File: config.mk
export PLATFORM = sky130hd
export DESIGN_NAME = lsu_apb
export DESIGN_NICKNAME = d
export VERILOG_FILES = /design/src/rtl/lsu_pkg.sv /design/src/rtl/lsu_align.sv /design/src/rtl/lsu_apb.sv
export SDC_FILE = /design/constraint.sdc
export NUM_CORES = 1
export LEC_CHECK = 0
export CAP_MARGIN = 20
export CORE_ASPECT_RATIO = 1.25
export CORE_MARGIN = 5
export CORE_UTILIZATION = 45
export CTS_CLUSTER_SIZE = 40
export DETAILED_ROUTE_END_ITERATION = 7
export GPL_ROUTABILITY_DRIVEN = 0
export PLACE_DENSITY = 0.88
export SYNTH_ARGS = -nofsm -noshare
export SYNTH_HDL_FRONTEND = slang
export SYNTH_SLANG_ARGS = --single-unit
File: constraint.sdc
create_clock -name clk -period 2.7 [get_ports clk]
set_clock_uncertainty 0.1 [all_clocks]
set_input_delay 0.675 -clock clk [delete_from_list [all_inputs] [get_ports clk]]
set_output_delay 0.675 -clock clk [all_outputs]
set_load 0.05 [all_outputs]
File: src/rtl/lsu_pkg.sv
// rtl/lsu_pkg.sv - funct3 encodings and FSM state type shared by the load/store unit
package lsu_pkg;

  localparam logic [2:0] F3_LB  = 3'd0;
  localparam logic [2:0] F3_LH  = 3'd1;
  localparam logic [2:0] F3_LW  = 3'd2;
  localparam logic [2:0] F3_LBU = 3'd4;
  localparam logic [2:0] F3_LHU = 3'd5;

  localparam logic [2:0] F3_SB  = 3'd0;
  localparam logic [2:0] F3_SH  = 3'd1;
  localparam logic [2:0] F3_SW  = 3'd2;

  typedef enum logic [1:0] {IDLE, SETUP, ACCESS, ERR} state_t;

endpackage

File: src/rtl/lsu_align.sv
// rtl/lsu_align.sv - byte-lane steering for stores, load extraction/extension, legality checks
// Misalignment reporting is compiled in only with LSU_MISALIGN_CHK_EN.
module lsu_align
  import lsu_pkg::*;
(
  input  logic        st_we,
  input  logic [2:0]  st_funct3,
  input  logic [1:0]  st_off,
  input  logic [31:0] store_data,
  input  logic [2:0]  ld_funct3,
  input  logic [1:0]  ld_off,
  input  logic [31:0] prdata,
  output logic [3:0]  st_strb,
  output logic [31:0] st_wdata,
  output logic [31:0] ld_data,
  output logic        illegal,
  output logic        misalign
);

  logic [7:0]  ld_byte;
  logic [15:0] ld_half;

  always_comb begin
    st_strb  = 4'b0000;
    st_wdata = 32'h0;
    if (st_we) begin
      case (st_funct3)
        F3_SB: begin
          st_strb  = 4'b0001 << st_off;
          st_wdata = {4{store_data[7:0]}};
        end
        F3_SH: begin
          st_strb  = 4'b0011 << {st_off[1], 1'b0};
          st_wdata = {2{store_data[15:0]}};
        end
        F3_SW: begin
          st_strb  = 4'b1111;
          st_wdata = store_data;
        end
        default: ;
      endcase
    end
  end

  // Halves ignore off[0] and words ignore off entirely when unaligned accesses are let through.
  assign ld_byte = prdata[{ld_off, 3'b000} +: 8];
  assign ld_half = prdata[{ld_off[1], 4'b0000} +: 16];

  always_comb begin
    ld_data = 32'h0;
    case (ld_funct3)
      F3_LB:   ld_data = {{24{ld_byte[7]}}, ld_byte};
      F3_LH:   ld_data = {{16{ld_half[15]}}, ld_half};
      F3_LW:   ld_data = prdata;
      F3_LBU:  ld_data = {24'h0, ld_byte};
      F3_LHU:  ld_data = {16'h0, ld_half};
      default: ld_data = 32'h0;
    endcase
  end

  assign illegal = st_we ? (st_funct3 > 3'd2)
                         : ((st_funct3 == 3'd3) || (st_funct3[2:1] == 2'b11));

`ifdef LSU_MISALIGN_CHK_EN
  always_comb begin
    misalign = 1'b0;
    case (st_funct3[1:0])
      2'b01:   misalign = st_off[0];
      2'b10:   misalign = (st_off != 2'b00);
      default: misalign = 1'b0;
    endcase
  end
`else
  assign misalign = 1'b0;
`endif

endmodule

File: src/rtl/lsu_apb.sv
// rtl/lsu_apb.sv - single-outstanding APB4 master load/store unit behind the execute stage
module lsu_apb
  import lsu_pkg::*;
#(
  parameter int TIMEOUT = 16
) (
  input  logic        clk,
  input  logic        rst,
  input  logic        req_valid,
  output logic        req_ready,
  input  logic        req_we,
  input  logic [2:0]  req_funct3,
  input  logic [31:0] alu_data,
  input  logic [31:0] store_data,
  output logic        rsp_valid,
  output logic [31:0] rsp_data,
  output logic        rsp_err,
  output logic [31:0] paddr,
  output logic        psel,
  output logic        penable,
  output logic        pwrite,
  output logic [31:0] pwdata,
  output logic [3:0]  pstrb,
  input  logic [31:0] prdata,
  input  logic        pready,
  input  logic        pslverr
);

  localparam int              CW    = (TIMEOUT > 1) ? $clog2(TIMEOUT) : 1;
  localparam logic [CW-1:0]   LIMIT = CW'(TIMEOUT - 1);

  state_t          state, state_nxt;
  logic [2:0]      funct3_q;
  logic [1:0]      off_q;
  logic [CW-1:0]   wait_cnt;
  logic [3:0]      st_strb;
  logic [31:0]     st_wdata;
  logic [31:0]     ld_data;
  logic            illegal, misalign, reject;
  logic            take, done, abort;

  lsu_align u_align (
    .st_we      (req_we),
    .st_funct3  (req_funct3),
    .st_off     (alu_data[1:0]),
    .store_data (store_data),
    .ld_funct3  (funct3_q),
    .ld_off     (off_q),
    .prdata     (prdata),
    .st_strb    (st_strb),
    .st_wdata   (st_wdata),
    .ld_data    (ld_data),
    .illegal    (illegal),
    .misalign   (misalign)
  );

  assign reject    = illegal | misalign;
  assign req_ready = (state == IDLE) && !rst;

  always_ff @(posedge clk) begin
    if (rst) state <= IDLE;
    else     state <= state_nxt;
  end

  always_comb begin
    state_nxt = state;
    take      = 1'b0;
    done      = 1'b0;
    abort     = 1'b0;
    case (state)
      IDLE: begin
        if (req_valid && req_ready) begin
          take      = !reject;
          state_nxt = reject ? ERR : SETUP;
        end
      end
      SETUP:  state_nxt = ACCESS;
      ACCESS: begin
        if (pready) begin
          done      = 1'b1;
          state_nxt = IDLE;
        end else if ((TIMEOUT != 0) && (wait_cnt == LIMIT)) begin
          abort     = 1'b1;
          state_nxt = IDLE;
        end
      end
      ERR:     state_nxt = IDLE;
      default: state_nxt = IDLE;
    endcase
  end

  // Address/strobe/data are captured once at accept so the bus stays stable for the whole transfer.
  always_ff @(posedge clk) begin
    if (rst) begin
      psel      <= 1'b0;
      penable   <= 1'b0;
      pwrite    <= 1'b0;
      paddr     <= 32'h0;
      pwdata    <= 32'h0;
      pstrb     <= 4'h0;
      rsp_valid <= 1'b0;
      rsp_data  <= 32'h0;
      rsp_err   <= 1'b0;
      funct3_q  <= 3'h0;
      off_q     <= 2'h0;
      wait_cnt  <= '0;
    end else begin
      rsp_valid <= 1'b0;
      rsp_err   <= 1'b0;
      rsp_data  <= 32'h0;
      if (take) begin
        psel     <= 1'b1;
        paddr    <= {alu_data[31:2], 2'b00};
        pwrite   <= req_we;
        pstrb    <= st_strb;
        pwdata   <= st_wdata;
        funct3_q <= req_funct3;
        off_q    <= alu_data[1:0];
      end
      if (state == SETUP) begin
        penable  <= 1'b1;
        wait_cnt <= '0;
      end
      if ((state == ACCESS) && !pready && !abort) wait_cnt <= wait_cnt + 1'b1;
      if (done || abort) begin
        psel      <= 1'b0;
        penable   <= 1'b0;
        rsp_valid <= 1'b1;
        rsp_err   <= abort | pslverr;
        rsp_data  <= (abort || pslverr || pwrite) ? 32'h0 : ld_data;
      end
      if (state == ERR) begin
        rsp_valid <= 1'b1;
        rsp_err   <= 1'b1;
      end
    end
  end

endmodule
==> results of run 1 <==
[final cells by class]
| type | instances | area, um^2 | share of cell area |
|---|---|---|---|
| Sequential cell | 114 | 2282 | 0.3049 |
| Clock buffer | 20 | 456.7 | 0.06102 |
| Clock inverter | 10 | 182.7 | 0.02441 |
| Inverter | 4 | 15.01 | 0.002006 |
| Tap cell | 129 | 161.4 | 0.02156 |
| Timing Repair Buffer | 228 | 2237 | 0.2989 |
| Multi-Input combinational cell | 379 | 2150 | 0.2872 |
[sequential cells by signal, indices dropped and copies added (netlist names)]
name       cells
funct3_q       3
off_q          2
paddr         30
penable        1
psel           1
pstrb          4
pwdata        32
pwrite         1
rsp_data      32
rsp_err        1
rsp_valid      1
state          2
wait_cnt       4
[worst min path at each step]
stage,start,end,slack [ps]
final,paddr[25],paddr[25],360
after floorplan,wait_cnt[0],wait_cnt[0],370
after global placement,pwdata[2],pwdata[2],340
after global routing,paddr[11],paddr[11],380
after CTS,paddr[25],paddr[25],360
after detailed placement,paddr[25],paddr[25],350
[cells in the mapped netlist, types with 4 or more instances]
cell / count / area share
sky130_fd_sc_hd__a21oi_1: 81 / 0.087
sky130_fd_sc_hd__a21oi_2: 10 / 0.019
sky130_fd_sc_hd__a222oi_1: 8 / 0.017
sky130_fd_sc_hd__a22o_1: 16 / 0.030
sky130_fd_sc_hd__a22oi_1: 9 / 0.015
sky130_fd_sc_hd__a31o_2: 10 / 0.019
sky130_fd_sc_hd__buf_1: 4 / 0.0032
sky130_fd_sc_hd__buf_2: 9 / 0.0097
sky130_fd_sc_hd__buf_4: 5 / 0.0081
sky130_fd_sc_hd__clkbuf_1: 23 / 0.019
sky130_fd_sc_hd__dfxtp_1: 114 / 0.49
sky130_fd_sc_hd__mux2_2: 9 / 0.022
sky130_fd_sc_hd__nand2_1: 105 / 0.085
sky130_fd_sc_hd__nand3_1: 14 / 0.015
sky130_fd_sc_hd__nor2_1: 24 / 0.019
sky130_fd_sc_hd__nor2b_1: 14 / 0.019
sky130_fd_sc_hd__nor3_1: 15 / 0.016
sky130_fd_sc_hd__o21ai_0: 24 / 0.026
[where the power goes]
group | switching, mW | internal [mW]
Clock | 0.737 | 1.67
Combinational | 0.355 | 0.286
Sequential | 0.0332 | 1.72
[cell families after synthesis]
logic type / after synthesis / share of synthesized area
buffers and inverters: 48 / 0.05006
adder cells (fa/ha/maj): 1 / 0.002691
AND/OR/NAND/NOR: 192 / 0.1911
multiplexers: 10 / 0.02396
AO/OA/AOI/OAI: 174 / 0.2404
flip-flops: 114 / 0.4910
other: 1 / 0.0008068
[through the flow]
step / utilization / cells / cell area, um^2 / power (mW) / hold WS (ps)
floorplan: - / 541 / 4657 / 2.124 / 370.5
global placement: 0.6774 / 854 / 6845 / 2.405 / 340.6
detailed placement: 0.6774 / 854 / 6845 / 2.420 / 348.7
CTS: 0.7406 / 884 / 7485 / 4.834 / 356.3
global route: 0.7406 / 884 / 7485 / 4.978 / 376.5
finish: 0.7406 / 884 / 7485 / 4.803 / 356.6
[layer usage]
layer / routed length (um) / track usage / vias to the layer above
met5: 0 / 0 / -
met4: 606 / 0.1255 / 0
met3: 1709 / 0.1059 / 47
met2: 7894 / 0.4287 / 277
met1: 5911 / 0.2788 / 2272
li1: - / - / 2306
==> results.rst, run 1 <==
.. list-table::
   :header-rows: 1

   * - Metric
     - Value
   * - Run status
     - finished, final reports clean
   * - DRT antenna net count
     - 0
   * - Root buffer cell
     - sky130_fd_sc_hd__clkbuf_16
   * - DP Worst Slack
     - ~110 ps
   * - Fillers
     - 710
   * - Total die area
     - 12470 um^2
   * - Average routed wire per standard cell
     - 18.24 um
   * - PD cells
     - 641.7 nW/um^2
   * - Share of the cycle needed by the critical path after routing
     - 0.8871
   * - Number of buffers added by the clock tree synthesis step
     - 17
   * - Hold bufs inserted after CTS
     - 0
   * - Setup violators final
     - 0
   * - Worst r2r path cells
     - 5
   * - First-pass GRT wire length
     - around 25 mm
   * - Number of DRC violations after detailed routing
     - 0
   * - NumNets Final
     - 850
   * - Endpoint of the most critical register-to-register path
     - rsp_data[19]
   * - Core Area
     - 10110 um^2
   * - Worst Setup Start Kind
     - flop
   * - Critical path capture point
     - pwrite
   * - Largest fanout of any net on the critical path
     - 3
   * - Number of cell rows
     - 41
   * - Crit path required time
     - between 1500 and 2000 ps
   * - Maximum root-to-sink buffer count
     - 2
   * - P&R area growth vs syn
     - 61.02%
   * - Half-perimeter wire length after placement
     - 11.72 mm
   * - YS warnings
     - 0
   * - Critical Path, Cell by Cell
     - clkdlybuf4s50_1
   * - Number of port buffers
     - 208
   * - EDFF count, synth
     - 0
   * - Number of H-tree levels
     - 4
   * - Initial DRT Pass Iterations
     - 7
   * - GR Overflow Total
     - 0
   * - Most frequent cells in the layout
     - 206 x sky130_fd_sc_hd__clkdlybuf4s50_1, 114 x sky130_fd_sc_hd__dfxtp_1, 105 x sky130_fd_sc_hd__nand2_1, 81 x sky130_fd_sc_hd__a21oi_1
   * - Slowest stage delay, CP
     - 830 ps
   * - Via total after detailed routing
     - around 4900
   * - Number of max-cap violations
     - 0
   * - Mean area per synthesized cell
     - around 8.6 um^2
   * - Tightest Pin Transition
     - 684.8 ps
   * - Critical Path AT
     - 1620 ps
   * - Setup WS post-layout
     - 304.8 ps
   * - FF-to-FF setup slack
     - approximately 670 ps
   * - Launch point of the worst path
     - pwrite
   * - Die Span Y
     - 123.6 um
   * - Pin count of the biggest net entering global routing
     - 58
   * - Total GRT Usage
     - 0.2559
   * - TNS Setup
     - 0 ps
   * - Source-to-sink clock delay at the later pin of the worst-skew pair
     - 400 ps
   * - Vias in the first global route
     - 5027
   * - Most common library cell in the layout ignoring fill and taps
     - sky130_fd_sc_hd__clkdlybuf4s50_1
   * - Total wirelength of the detailed-routed design
     - 16.12 mm
   * - Buffer count from post-CTS setup fixing
     - 0
   * - Capturing element type of the critical path
     - output pin
   * - Most used DFF post-synth
     - sky130_fd_sc_hd__dfxtp_1
   * - Top cell family by delay on the critical path
     - buffers and inverters
   * - CTS clock-pin slew for the worst setup and hold paths
     - 50 ps
   * - Starting density of the core
     - 0.4599
   * - Number of antenna violations at the first check in global routing
     - 0
   * - Leakage
     - approximately 2.7 nW
   * - Fmax
     - about 420 MHz
   * - Drt first-iter violations
     - around 300
   * - #FFs+latches synth
     - ~110
   * - Die span in x
     - 100.9 um
   * - I/O pin count
     - 211
   * - TritonCTS clock tree
     - built
   * - Number of sinks handled by clock tree synthesis
     - 114
   * - Antenna fix cells
     - 0
   * - Syn Inst Count
     - 540
   * - Peak VDD IR
     - 0.4344 mV
   * - Proportion of register bits with asynchronous set or reset after synthesis
     - 0
   * - Hold Crit Depth
     - 2
   * - Count of different cell masters after synthesis
     - 50
   * - Setup repair after global routing missed its margin
     - false
   * - Final Critical Period
     - 2395 ps
   * - Normalized max-slew margin
     - 0.5430
   * - Worst min-delay path class
     - flop to flop
   * - Launching point of the worst reg2reg path
     - off_q[1]
   * - Critical path start-end classification
     - flop to output pin
   * - Layout cells sized above 1
     - 0.1192
   * - Post-synthesis instance area
     - 4648 um^2
   * - Number of vias per cell after detailed routing
     - between 5 and 6
   * - Max-slew violation count
     - 0
   * - Sequential element share of the synthesized area
     - 0.4910
   * - Number of gates resized after cts
     - 0
   * - Crit path depth
     - 1
   * - Final hold violation count
     - 0
   * - Library cell contributing the largest single delay on the critical path
     - sky130_fd_sc_hd__clkdlybuf4s50_1
   * - CP Buf/Inv Count
     - 1
No activity file was read; power rests on OpenSTA's default activity.
==> run 2, diff against run 1 <==
- CAP_MARGIN: 20 -> not set
- CTS_BUF_LIST: not set -> sky130_fd_sc_hd__clkbuf_4 sky130_fd_sc_hd__clkbuf_8 sky130_fd_sc_hd__clkbuf_16
- CTS_CLUSTER_SIZE: 40 -> 16
==> results.rst, run 2 (same netlist as run 1, synthesis figures left out) <==
.. list-table::
   :header-rows: 1

   * - Metric
     - Value
   * - Run status
     - finished, violations left
   * - Violations in the final reports
     - DRC
   * - Total die area
     - 12470 um^2 (unchanged)
   * - Total GRT Usage
     - 0.2561 (about the same)
   * - Via total after detailed routing
     - 4946 (+0.90%)
   * - TritonCTS clock tree
     - built
   * - Slowest stage delay, CP
     - 830 ps (about the same)
   * - Capturing element type of the critical path
     - output pin
   * - Largest fanout of any net on the critical path
     - 3 (unchanged)
   * - Switching pwr
     - 1.125 mW (about the same)
   * - Critical Path AT
     - 1630 ps (about the same)
   * - Fmax
     - 415.8 MHz (-0.41%)
   * - Critical Path, Cell by Cell
     - clkdlybuf4s50_1
   * - Sequential Power Share
     - 0.365 (about the same)
   * - Leakage
     - 2.677 nW (+0.13%)
   * - Beginning of the worst hold path
     - paddr[25]
   * - Final Critical Period
     - 2405 ps (+9.797 ps)
   * - Most frequent cells in the layout
     - 206 x sky130_fd_sc_hd__clkdlybuf4s50_1, 114 x sky130_fd_sc_hd__dfxtp_1, 105 x sky130_fd_sc_hd__nand2_1, 81 x sky130_fd_sc_hd__a21oi_1
   * - Number of gates resized after cts
     - 0 (unchanged)
   * - Source-to-sink clock delay at the later pin of the worst-skew pair
     - 400 ps (about the same)
   * - Hold bufs inserted after CTS
     - 0 (unchanged)
   * - Number of buffers added by the clock tree synthesis step
     - 17 (unchanged)
   * - GR Overflow Total
     - 0 (unchanged)
   * - Clock network fraction of design power
     - 0.502 (about the same)
   * - Pin count of the biggest net entering global routing
     - 58 (unchanged)
   * - Number of H-tree levels
     - 4 (unchanged)
   * - FF-to-FF setup slack
     - 660 ps (about the same)
   * - Endpoint with the worst hold slack
     - paddr[25]
   * - Vias in the first global route
     - 5108 (+1.6%)
   * - Drt first-iter violations
     - 331 (+7.8%)
   * - Endpoint of the most critical register-to-register path
     - rsp_data[20]
   * - Number of vias per cell after detailed routing
     - 5.595 (+0.90%)
   * - Die Span Y
     - 123.6 um (unchanged)
   * - Total area of multi-input combinational cells
     - 2150 um^2 (unchanged)
   * - Share of the cycle needed by the critical path after routing
     - 0.8908 (+0.003629)
   * - Initial DRT Pass Iterations
     - 8 (+1)
   * - Worst min-delay path class
     - flop to flop
   * - Top cell family by delay on the critical path
     - buffers and inverters
   * - Largest registers
     - pwdata (32), rsp_data (32), paddr (30)
   * - Number of port buffers
     - 208 (unchanged)
   * - Normalized max-slew margin
     - 0.5556 (+0.01269)
   * - Tightest Pin Transition
     - 665.8 ps (-19.01 ps)
   * - Maximum root-to-sink buffer count
     - 2 (unchanged)
   * - Peak VDD IR
     - 0.4370 mV (+0.62%)
   * - Number of antenna violations at the first check in global routing
     - 0 (unchanged)
   * - Number of sinks handled by clock tree synthesis
     - 114 (unchanged)
   * - Half-perimeter wire length after placement
     - 11.72 mm (unchanged)
   * - Total wirelength of the detailed-routed design
     - 16.17 mm (+0.32%)
   * - Setup repair after global routing missed its margin
     - false
   * - Number of DRC violations after detailed routing
     - 3 (+3)
   * - Average routed wire per standard cell
     - 18.30 um (+0.32%)
   * - Fillers
     - 700 (-1.4%)
   * - Hold Crit Depth
     - 2 (unchanged)
   * - Critical path start-end classification
     - flop to output pin
   * - Antenna fix cells
     - 0 (unchanged)
   * - Gate power share
     - 0.134 (about the same)
   * - Worst Setup Start Kind
     - flop
   * - Number of max-cap violations
     - 0 (unchanged)
   * - CP Buf/Inv Count
     - 1 (unchanged)
   * - P&R area growth vs syn
     - 61.10% (about the same)
   * - Worst r2r path cells
     - 5 (unchanged)
   * - Number of cell rows
     - 41 (unchanged)
   * - Max-slew violation count
     - 0 (unchanged)
   * - Layout cells sized above 1
     - 0.1205 (+0.001325)
   * - Cell internal power dissipation
     - 3.688 mW (+0.26%)
   * - First-pass GRT wire length
     - 25.05 mm (+0.61%)
   * - Proportion of total power due to net switching
     - 0.2338 (-0.0003460)
   * - NumNets Final
     - 850 (unchanged)
   * - Most common library cell in the layout ignoring fill and taps
     - sky130_fd_sc_hd__clkdlybuf4s50_1
   * - Filler-free cell count of the finished design
     - 884 (unchanged)
   * - Root buffer cell
     - sky130_fd_sc_hd__clkbuf_16
   * - Library cell contributing the largest single delay on the critical path
     - sky130_fd_sc_hd__clkdlybuf4s50_1
   * - Setup violators final
     - 0 (unchanged)
   * - PD cells
     - 642.8 nW/um^2 (+0.17%)
   * - Buffer count from post-CTS setup fixing
     - 0 (unchanged)
   * - Launching point of the worst reg2reg path
     - off_q[1]
   * - CTS clock-pin slew for the worst setup and hold paths
     - 50 ps (about the same)
   * - I/O pin count
     - 211 (unchanged)
   * - Cell Count Post-Placement
     - 854 (unchanged)
   * - DRT antenna net count
     - 0 (unchanged)
   * - Starting density of the core
     - 0.4599 (unchanged)
   * - Crit path required time
     - 1920 ps (about the same)
   * - Core Area
     - 10110 um^2 (unchanged)
   * - Sequential cell area
     - 2282 um^2 (unchanged)
   * - TNS Setup
     - 0 ps (unchanged)
   * - Die span in x
     - 100.9 um (unchanged)
   * - Final hold violation count
     - 0 (unchanged)
==> run 2: cell counts in the layout (fill, tap and decap cells not counted) <==
No cell type changed its count.
==> run 2: area by class of cell <==
cell class / count / area share
flip-flops and latches: 114 / 0.3048
repair buffers: 228 / 0.2987
multi-input cells: 379 / 0.2871
clock buffers: 20 / 0.06149
clock inverters: 10 / 0.02439
well taps: 129 / 0.02155
inverters: 4 / 0.002005
==> run 2: metrics by stage <==
step	power (mW)	utilization	setup WS [ps]	instance area [um^2]	hold slack, ps
floorplan	2.124	-	308.4	4657	370.5
global placement	2.405	0.6774	152.0	6845	340.6
detailed placement	2.420	0.6774	112.4	6845	348.7
CTS	4.838	0.7410	275.3	7488	356.3
global route	4.982	0.7410	253.7	7488	376.7
finish	4.813	0.7410	295.0	7488	356.6
==> run 2: how the worst max path moves through the flow <==
stage	from	end	slack [ps]	depth (start not counted)
floorplan	rst	req_ready	310	3
global placement	req_funct3[0]	pstrb[2]	150	6
detailed placement	req_funct3[0]	pstrb[2]	110	6
CTS	pwrite	pwrite	280	1
global route	pwrite	pwrite	250	1
finish	pwrite	pwrite	290	1
==> run 2: metal layers <==
| layer | track usage | share of wire | up-vias |
|---|---|---|---|
| li1 | - | - | 2303 |
| met1 | 0.2826 | 0.37 | 2282 |
| met2 | 0.4209 | 0.48 | 304 |
| met3 | 0.09748 | 0.11 | 57 |
| met4 | 0.1463 | 0.044 | 0 |
| met5 | 0 | 0 | - |
==> run 2: power by group through the flow <==
stage / logic [mW] / registers, mW / clock network [mW]
after floorplan: 0.239 / 1.89 / 0
after global placement: 0.619 / 1.79 / 0
after detailed placement: 0.631 / 1.79 / 0
after CTS: 0.640 / 1.75 / 2.44
after global routing: 0.683 / 1.76 / 2.54
final: 0.643 / 1.76 / 2.41
